--- config.mk ---
export PLATFORM = sky130hd
export DESIGN_NAME = ll2_shift_unit
export DESIGN_NICKNAME = d
export VERILOG_FILES = /design/src/rtl/ll2_pkg.sv /design/src/rtl/ll2_shift_unit.sv
export SDC_FILE = /design/constraint.sdc
export NUM_CORES = 1
export LEC_CHECK = 0
export CAP_MARGIN = 25
export CELL_PAD_IN_SITES_DETAIL_PLACEMENT = 0
export CELL_PAD_IN_SITES_GLOBAL_PLACEMENT = 1
export CORE_MARGIN = 4
export CORE_UTILIZATION = 32
export DETAILED_ROUTE_END_ITERATION = 6
export PLACE_DENSITY = 0.87
export REMOVE_ABC_BUFFERS = 1
export SYNTH_ARGS = -nofsm -noshare
export SYNTH_HDL_FRONTEND = slang
export SYNTH_SLANG_ARGS = --single-unit
export TNS_END_PERCENT = 20
--- constraint.sdc ---
create_clock -name clk -period 1.1 [get_ports clk]
set_input_delay 0.22 -clock clk [delete_from_list [all_inputs] [get_ports clk]]
set_output_delay 0.22 -clock clk [all_outputs]
set_load 0.02 [all_outputs]
--- src/rtl/ll2_pkg.sv ---
// Shared constants, word type and a reference shift helper for the LSL-by-2 unit.
package ll2_pkg;

  localparam int WIDTH_DEFAULT = 64;
  localparam int SHIFT_DEFAULT = 2;

  typedef logic [WIDTH_DEFAULT-1:0] word_t;

  function automatic word_t lsl(word_t v, int n);
    return v << n;
  endfunction

endpackage

--- src/rtl/ll2_shift_unit.sv ---
// Registered logical-left-shift unit: s = a << SHIFT with a valid qualifier and hold-on-stall.
// Overflow detection is built only when LL2_OVF_CHECK_EN is defined; otherwise ovf is constant 0.
module ll2_shift_unit
  import ll2_pkg::*;
#(
  parameter int WIDTH = WIDTH_DEFAULT,
  parameter int SHIFT = SHIFT_DEFAULT
) (
  input  logic             clk,
  input  logic             reset,
  input  logic             in_valid,
  input  logic             stall,
  input  logic [WIDTH-1:0] a,
  output logic             out_valid,
  output logic [WIDTH-1:0] s,
  output logic             ovf
);

  // Handshake: a transfer is accepted on a rising edge when in_valid=1 and stall=0;
  // while stall=1 the output register (out_valid, s, ovf) holds and inputs are ignored.
  logic [WIDTH-1:0] s_next;
  logic             load;

  assign s_next = {a[WIDTH-1-SHIFT:0], {SHIFT{1'b0}}};
  assign load   = !stall && in_valid;

  always_ff @(posedge clk) begin
    if (reset) begin
      out_valid <= 1'b0;
      s         <= '0;
    end else if (!stall) begin
      out_valid <= in_valid;
      if (load) s <= s_next;
    end
  end

`ifdef LL2_OVF_CHECK_EN
  logic ovf_next;
  logic ovf_q;

  // Any one among the bits pushed past the MSB means the byte offset lost significance.
  assign ovf_next = |a[WIDTH-1:WIDTH-SHIFT];

  always_ff @(posedge clk) begin
    if (reset)     ovf_q <= 1'b0;
    else if (load) ovf_q <= ovf_next;
  end

  assign ovf = ovf_q;
`else
  logic unused_top_bits;

  assign unused_top_bits = |a[WIDTH-1:WIDTH-SHIFT];
  assign ovf             = 1'b0;
`endif

endmodule

# ---- Word level (Yosys, flattened, before mapping)
# Cells that the tools add are included.
dict set report word_totals {
  out_inout_bits 66
  reg_bits 63
  inputBits 68
  wordCells 6
}
dict set report op_classes {
  reduce_logical 3
  n_bitwise 1
}
# cell n
set ops {}
lappend ops {{2-bit AND reduction} 1}
lappend ops {{1-bit logical AND} 1}
lappend ops {{1-bit logical NOT} 1}
lappend ops {{1-bit inverter} 1}

# ---- Longest topological paths before layout
# Gate-level depths: netlist of the first run.
dict set report depth {
  ltp_word 3
  mapped_depth 5
  ltp_nobuf 2
}

# ---- Worst setup path after synthesis of the first run
# No wires, ideal clock.
dict set report synth_path {
  kind {input to register}
  from {input stall}
  to {register s[10]}
  setup_time_ps 116
  cell_stages 5
  n_path_buf 3
  slack_ps 162
  required_time_ps 984
  arrival_ps 822
  cell_sequence {buf_4 > nor2b_4 > buf_12 > buf_12 > o21ai_2}
}
dict set report synth_via {
  elab_chain_cells 3
  elab_cells_between_ends 4
  cone_classes {1 x bitwise; 3 x reduce/logical}
}
# item line
set synth_lines {}
lappend synth_lines {{start, declared} ll2_shift_unit.sv:12} ;# input logic stall,
lappend synth_lines {{1-bit logical NOT} --}
lappend synth_lines {{1-bit logical AND} ll2_shift_unit.sv:25} ;# assign load = !stall && in_valid;
lappend synth_lines {{2-bit AND reduction (no source line) (*)} --}
lappend synth_lines {{end signal, assigned} ll2_shift_unit.sv:33} ;# if (load) s <= s_next;
lappend synth_lines {{end, declared} ll2_shift_unit.sv:15} ;# output logic [WIDTH-1:0] s,
# Every way passes the cells marked *; elsewhere a longest branch is shown, timed or not.
# A chain may end at the register's enable or synchronous reset.

# ---- Worst setup path after layout of the first run
dict set report layout_path {
  from {register s[62]}
  to {output s[62]}
}
# No word-level cell between the ends.

==> results of run 1 <==
[cells by family (layout without fill, tap and decap cells)]
group / Yosys count / in the layout
other: 1 / 3
buffers and inverters: 37 / 175
multiplexers: 1 / 1
AO/OA/AOI/OAI: 62 / 62
flip-flops: 63 / 63
AND/OR/NAND/NOR: 126 / 126
[final timing paths]
path / end / slack, ps
max: s[62] / 50
min: s[34] / 260
max reg2reg: s[54] / 420
min reg2reg: s[62] / 470
[stage by stage]
step                hold slack [ps]  TNS [ps]  utilization  setup WS, ps
CTS                             245         0        0.466          6.65
global route                    259         0        0.477         0.321
finish                          264         0        0.477          48.9
global placement                451     -2560        0.475         -58.6
detailed placement              455     -2890        0.475         -67.2
floorplan                       292    -47790            -          -835
[cells in the mapped netlist (all sizes together)]
master	count	area share
buf	20	0.069
clkbuf	17	0.020
conb	1	0.0012
dfxtp	63	0.39
mux2i	1	0.0031
nand2b	62	0.12
nand4bb	62	0.22
nor2	1	0.0012
nor2b	1	0.0043
o21ai	62	0.17
[layer usage]
metal | up-vias | wire length (um) | track usage
met2 | 88 | 3950 | 0.232
met5 | - | 20 | 0
met1 | 1239 | 3610 | 0.184
met3 | 9 | 809 | 0.0663
met4 | 2 | 54 | 0.0298
li1 | 1315 | - | -
[registers in the layout, summed over array words and instances (netlist names)]
name / flops
s: 62
out_valid: 1
[final cells by class]
class	instances	area, um^2	area share
multi-input cells	192	1660	0.356
repair buffers	160	1350	0.289
flip-flops and latches	63	1270	0.273
well taps	133	166	0.0357
clock buffers	10	138	0.0295
clock inverters	5	82.6	0.0177
[where the power goes]
group	total, mW	switching [mW]	internal, mW
Sequential	2.45	0.0584	2.40
Clock	2.25	0.926	1.33
Combinational	1.09	0.504	0.584
[cell usage in the layout, fill, tap and decap left out, drive strengths merged]
cell type / count
buf: 98
dfxtp: 63
nand2b: 62
nand4bb: 62
clkdlybuf4s50: 62
o21ai: 62
clkbuf: 10
conb: 3
clkinvlp: 3
bufinv: 2
nor2b: 1
mux2i: 1
nor2: 1
[what timing repair did]
action / CTS / global route
gates resized for setup: 253 / 51
setup endpoints to repair: 63 / 42
hold endpoints to repair: 0 / 0
cloned: 0 / 0
==> results_dict.tcl, run 1 <==
set metrics [dict create \
    run_status "completed" \
    yosysUniqueCellTypes 14 \
    synth_xor_area_frac 0 \
    hpwl_um 5820 \
    layout-drive-gt1-share 0.426 \
    critPathKind "reg2out" \
    syn_inst 290 \
    nNetsFinal 494 \
    drt_first_pass_iters 4 \
    critPathSlowestCell "dfxtp_1" \
    cts_sinks 63 \
    finalCritPeriodShare 0.956 \
    num_vias 2653 \
    drv_cap 0 \
    syn_area_um2 3200 \
    leakagePower_nw 1.84 \
    p_per_area_nw_per_um2 1240 \
    final_cells 563 \
    clk_pin_slew_ps 70 \
    die_w_um 108 \
    dieArea_um2 11700 \
    h-tree-depth 3 \
    finalHoldViolCount 0 \
    seq_area_frac_synth 0.394 \
    cpLargestDelayFamily "flip-flops" \
    cp-end-kind "output port" \
    synth-simple-area-share 0.345 \
    crit_fanout 2 \
    cp.arrival_ps 830 \
    synth_compound_area_frac 0.167 \
    cts_root_buf "clkbuf_8" \
    synth_top_family_by_area "simple AND/OR/NAND/NOR gates" \
    postSynthAreaPerCell_um2 11.0 \
    grt_pass1_vias 2669 \
    min_period_ps 1050 \
    cp.required_ps 880 \
    drc_errors 0 \
    place_congestion 0.660 \
    grt_usage 0.146 \
    clkLatencyLatePin_ps 310 \
    grt_pass1_wl_um 13700 \
    critPathLaunchType "register" \
    drt-vias-per-instance 4.71 \
    grt_overflow 0 \
    ys_ff_latch 63 \
    rr_worst_depth 3 \
    core_um2 9770 \
    areaGrowthSynthToFinish_pct 45.8 \
    dp_cells 548 \
    cp_slowest_stage_delay_ps 330 \
    finalInstanceArea_um2 4670 \
    rsz0062_at_grt "no" \
    diodes 0 \
    cts_made_buffers 9 \
    cp.depth 1 \
    ios 134 \
    power_mw 5.79 \
    placed_cell_area_um2 4640 \
    synth_mux_area_frac 0.00313 \
    hold_depth 3 \
    rows 36 \
    ant_nets 0 \
    crit_path_start "s[62]" \
    die-height_um 108 \
    cts_buffer_depth 2 \
    ys_warn_count 0 \
    setup_viol 0 \
    fillers 964 \
    ir_worst_vdd_uv 873 \
    initial_utilization 0.327 \
    drt_iter0_drc 115 \
    grt_max_degree 67 \
    finClkSkew_ps 0 \
    antenna_found_initial 1 \
    worstPathCellList "buf_2" \
    min-delay-start "reset" \
    drt_wl_total_um 8450 \
    hp-class "in2reg" \
    port_buffers 128 \
    synth_fa_ha_area_frac 0 \
    cts_tree "built" \
    hold_buffers 0 \
    path_buf_inv 1 \
    cts_setup_buffers 0 \
    wl_per_cell_um 15.0 \
    slew_violations 0 \
    r2r_start "s[54]" \
    fmax_mhz 951 \
]
(Power assumes the default switching activity.)
==> inputs of run 2 (changes only) <==
ABC_CLOCK_PERIOD_IN_PS = 1100   (was unset)
==> results of run 2 <==
The final DEF is identical to that of run 1; final timing and power are the same.
